`src/rtl/bcd_stopwatch.sv`:
```
// MM:SS stopwatch core: start/stop toggles run/pause, clear returns to 00:00 idle.
// A prescaler of TICK_DIV clocks drives a four-digit BCD counter that rolls over at 59:59.
module bcd_stopwatch #(
    parameter int TICK_DIV = 50_000_000
) (
    input  logic       clk,
    input  logic       rst_n,
    input  logic       start_stop,
    input  logic       clear,
    output logic [3:0] sec_u,
    output logic [3:0] sec_t,
    output logic [3:0] min_u,
    output logic [3:0] min_t,
    output logic       running,
    output logic       wrap
);

    localparam int PW = (TICK_DIV > 2) ? $clog2(TICK_DIV) : 1;
    localparam logic [PW-1:0] PRESC_MAX = PW'(TICK_DIV - 1);

    typedef enum logic [1:0] {
        IDLE  = 2'd0,
        RUN   = 2'd1,
        PAUSE = 2'd2
    } state_t;

    state_t        state_q, state_d;
    logic [PW-1:0] presc_q, presc_d;
    logic [3:0]    sec_u_q, sec_u_d;
    logic [3:0]    sec_t_q, sec_t_d;
    logic [3:0]    min_u_q, min_u_d;
    logic [3:0]    min_t_q, min_t_d;
    logic          running_q, running_d;
    logic          wrap_q, wrap_d;
    logic          ss_prev_q, ss_prev_d;
    logic          ss_rise;
    logic          step;

    always_comb begin
        state_d   = state_q;
        presc_d   = presc_q;
        sec_u_d   = sec_u_q;
        sec_t_d   = sec_t_q;
        min_u_d   = min_u_q;
        min_t_d   = min_t_q;
        wrap_d    = 1'b0;
        step      = 1'b0;
        ss_rise   = start_stop & ~ss_prev_q;
        ss_prev_d = start_stop;

        case (state_q)
            IDLE:    if (ss_rise) state_d = RUN;
            RUN:     if (ss_rise) state_d = PAUSE;
            PAUSE:   if (ss_rise) state_d = RUN;
            default: state_d = IDLE;
        endcase

        // Prescaler only advances in RUN, so a pause resumes mid-interval.
        if (state_q == RUN) begin
            if (presc_q == PRESC_MAX) begin
                presc_d = '0;
                step    = 1'b1;
            end else begin
                presc_d = presc_q + 1'b1;
            end
        end

        if (step) begin
            if (sec_u_q == 4'd9) begin
                sec_u_d = 4'd0;
                if (sec_t_q == 4'd5) begin
                    sec_t_d = 4'd0;
                    if (min_u_q == 4'd9) begin
                        min_u_d = 4'd0;
                        if (min_t_q == 4'd5) begin
                            min_t_d = 4'd0;
                            wrap_d  = 1'b1;
                        end else begin
                            min_t_d = min_t_q + 4'd1;
                        end
                    end else begin
                        min_u_d = min_u_q + 4'd1;
                    end
                end else begin
                    sec_t_d = sec_t_q + 4'd1;
                end
            end else begin
                sec_u_d = sec_u_q + 4'd1;
            end
        end

        // Clear overrides both a pending step and a start edge.
        if (clear) begin
            state_d = IDLE;
            presc_d = '0;
            sec_u_d = 4'd0;
            sec_t_d = 4'd0;
            min_u_d = 4'd0;
            min_t_d = 4'd0;
            wrap_d  = 1'b0;
        end

        running_d = (state_d == RUN);
    end

    always_ff @(posedge clk or negedge rst_n) begin
        if (!rst_n) begin
            state_q   <= IDLE;
            presc_q   <= '0;
            sec_u_q   <= 4'd0;
            sec_t_q   <= 4'd0;
            min_u_q   <= 4'd0;
            min_t_q   <= 4'd0;
            running_q <= 1'b0;
            wrap_q    <= 1'b0;
            ss_prev_q <= 1'b1;
        end else begin
            state_q   <= state_d;
            presc_q   <= presc_d;
            sec_u_q   <= sec_u_d;
            sec_t_q   <= sec_t_d;
            min_u_q   <= min_u_d;
            min_t_q   <= min_t_d;
            running_q <= running_d;
            wrap_q    <= wrap_d;
            ss_prev_q <= ss_prev_d;
        end
    end

    assign sec_u   = sec_u_q;
    assign sec_t   = sec_t_q;
    assign min_u   = min_u_q;
    assign min_t   = min_t_q;
    assign running = running_q;
    assign wrap    = wrap_q;

endmodule

```
`config.mk`:
```
export PLATFORM = sky130hd
export DESIGN_NAME = bcd_stopwatch
export DESIGN_NICKNAME = d
export VERILOG_FILES = /design/src/rtl/bcd_stopwatch.sv
export SDC_FILE = /design/constraint.sdc
export NUM_CORES = 1
export LEC_CHECK = 0
export ABC_AREA = 1
export CAP_MARGIN = 10
export CORE_UTILIZATION = 60
export DETAILED_ROUTE_END_ITERATION = 16
export DONT_BUFFER_PORTS = 1
export GPL_ROUTABILITY_DRIVEN = 0
export PLACE_DENSITY = 0.76
export SLEW_MARGIN = 0
export SYNTH_ARGS = -nofsm -noshare
export SYNTH_HDL_FRONTEND = slang
export SYNTH_SLANG_ARGS = --single-unit
```
`constraint.sdc`:
```
create_clock -name clk -period 4.6 [get_ports clk]
set_input_delay 0.69 -clock clk [delete_from_list [all_inputs] [get_ports clk]]
set_output_delay 0.69 -clock clk [all_outputs]
set_load 0.005 [all_outputs]
```
==> summary.md <==
| Metric | Value |
|---|---|
| Slew headroom | `45.5%` |
| Minimum clock period | `2330 ps` |
| I/O pins | `22` |
| GRT Resource Usage Total | `27.0%` |
| Fin nets | `433` |
| TritonCTS clock tree | `done` |
| GR Overflow Total | `0` |
| Maxcap violations | `0` |
| Layout area overhead | `5.75%` |
| Crit path required time | `4830 ps` |
| RSZ-0062 raised after global routing | `no` |
| YS warnings | `0` |
| HPWL after DPL | `4740 microns` |
| FFs w/ async S/R, synth | `100%` |
| Most common cell in the netlist | `nand2_1` |
| Critical path arrival | `2560 ps` |
| Routed vias/inst | `5.36` |
| Routed Antenna Nets | `0` |
| Max FO, Critical Path | `25` |
| Yosys top cell area share | `38.3%` |
| Core ar. | `0.00479 sq mm` |
| Initial antenna violation count | `0` |
| Die area | `0.00530 sq mm` |
| Clk_lat worst skew | `300 ps` |
| Cts hold-fix bufs | `0` |
| Clock sink count | `47` |
| Die H | `72.8 microns` |
| Postcts setup bufs | `0` |
| Yosys cell types | `30` |
| Static leakage | `1.41 nW` |
| FP Rows | `25` |
| Largest net degree at the start of global routing | `48` |
| Post-synthesis sequential area ratio | `39.2%` |
| Critical path type | `reg2reg` |
| Hold Fails Final Rpt | `0` |
| Pwr dens | `265 mW/mm^2` |
| Period utilisation layout | `50.6%` |
| CTS buffer count | `5` |
| Worst setup SP type | `flip-flop` |
| Setup TNS Final | `0 ps` |
| Top FF cell, synth | `dfrtp_1` |
| Syn Inst Count | `418` |
| Final Slew Violations | `0` |
| Cts repair resizes | `0` |
| Clk root buf | `clkbuf_8` |
| Peak supply drop | `0.162 mV` |
| Clock Tree Buf Depth | `2` |
| Cell Area, Synth | `0.00301 sq mm` |
| Mean Syn Cell Area | `7.19 sq um` |
| DRC errors left | `0` |
| WL/cell | `13.0 microns` |
| Worst setup EP type | `flip-flop` |
| Slew @ Worst Pin | `816 ps` |
| #FFs+latches synth | `47` |
| Die Width | `72.8 microns` |
| Vias in the first global route | `2340` |
| Final core occ | `66.4%` |
| Fill cell count | `412` |
| Min Hold Slack | `71.3 ps` |
| Initial core utilization | `62.8%` |
| Hold WC Path Type | `in2async` |
| Most frequent cells after synthesis | `128 x nand2_1, 59 x nor2_1, 46 x dfrtp_1` |
| Global-route wire length before repair | `10700 microns` |
| Number of synthesized flops with an enable pin | `0` |
| Yosys top cell by area | `dfrtp_1` |
| Worst-path clk slew | `90 ps` |
| Status | `completed` |
| Antenna Diode Count | `0` |
| Starting DRT DRC Count | `176` |
| Endpoints failing setup | `0` |
| Router iterations before antenna repair | `4` |
| Clk_skew | `6.40 ps` |
| Fmax | `430 MHz` |
| Htree depth | `2` |
| Share of layout cells above drive strength 1 | `9.50%` |
| Detailed Route WL | `6360 microns` |
| Post-synthesis net count | `431` |
| I/O Buffers | `0` |
| Via count | `2616` |
| Top cells by area, synth | `dfrtp_1 38%, nand2_1 16%, nor2_1 7.4%` |
==> routing by layer <==
metal	track usage, %	up-vias	routed length (microns)
met5	0	-	0
met2	41.8	66	2910
met3	5.25	10	357
li1	-	1338	-
met1	37.3	1202	2970
met4	10.5	0	126
==> worst max-delay path, stage by stage, from the launching register on <==
cell and delay (ps):
dfrtp_1 370, inv_1 70, nand2_2 170, nand2_1 660, inv_1 510, nor3_1 270, o21ai_0 90, nor2_1 110
==> per-stage QoR <==
step	total power (W)	setup slack (ps)	area, sq um	instances
floorplan	0.000522	3080	3010	418
global placement	0.000538	2060	3060	480
detailed placement	0.000542	2010	3060	480
CTS	0.000856	2240	3180	488
global route	0.000890	1960	3180	488
finish	0.000843	2270	3180	488
==> cell families after synthesis <==
group | after synthesis | synth area share [%]
flip-flops | 47 | 39.2
adder cells (fa/ha/maj) | 9 | 3.75
XOR/XNOR | 15 | 4.37
AO/OA/AOI/OAI | 25 | 4.83
AND/OR/NAND/NOR | 275 | 41.7
buffers and inverters | 47 | 6.16
==> placed cells by master (no fill, tap or decap), types with 9 or more instances in the layout <==
master	instances
dfrtp_1	46
nor2_1	59
xor2_1	13
nor3_1	11
inv_1	40
nand2_1	128
nand4_1	14
ha_1	9
nand2_2	9
nand3_1	30
o21ai_0	10
==> where the power goes <==
part / leakage [nW] / total, W / switching (W) / internal [W]
clock network: 0.0587 / 0.000309 / 0.000145 / 0.000165
logic: 0.711 / 0.0000763 / 0.0000487 / 0.0000276
registers: 0.645 / 0.000457 / 0.0000267 / 0.000431
total: 1.41 / 0.000843 / 0.000220 / 0.000623
==> registers in the layout, summed over array words and instances, names as in the netlist <==
| register | count |
|---|---|
| ss_prev_q | 1 |
| sec_u | 4 |
| wrap | 1 |
| running | 1 |
| min_u | 4 |
| min_t | 4 |
| presc_q | 26 |
| sec_t | 4 |
| state_q | 2 |
==> final timing paths <==
check,start,endpoint,slack [ps],cells after the start
setup / recovery,state_q[1]$_DFF_PN0_,presc_q[16]$_DFFE_PN0P_,2270,7
max in group asynchronous,rst_n,ss_prev_q$_DFF_PN1_,4350,0
min in group clk,start_stop,ss_prev_q$_DFF_PN1_,370,0
hold / removal,rst_n,min_u[2]$_DFFE_PN0P_,70,0
setup reg to reg,state_q[1]$_DFF_PN0_,presc_q[16]$_DFFE_PN0P_,2270,7
hold reg to reg,ss_prev_q$_DFF_PN1_,state_q[1]$_DFF_PN0_,550,2
==> area by class of cell <==
cell class	count	area, sq um	share of cell area [%]
Clock buffer	5	68.8	2.17
Clock inverter	3	47.5	1.50
Inverter	42	158	4.96
Multi-Input combinational cell	324	1640	51.7
Sequential cell	47	1180	37.0
Tap cell	67	83.8	2.64
Power figures use the tool's default switching activity.
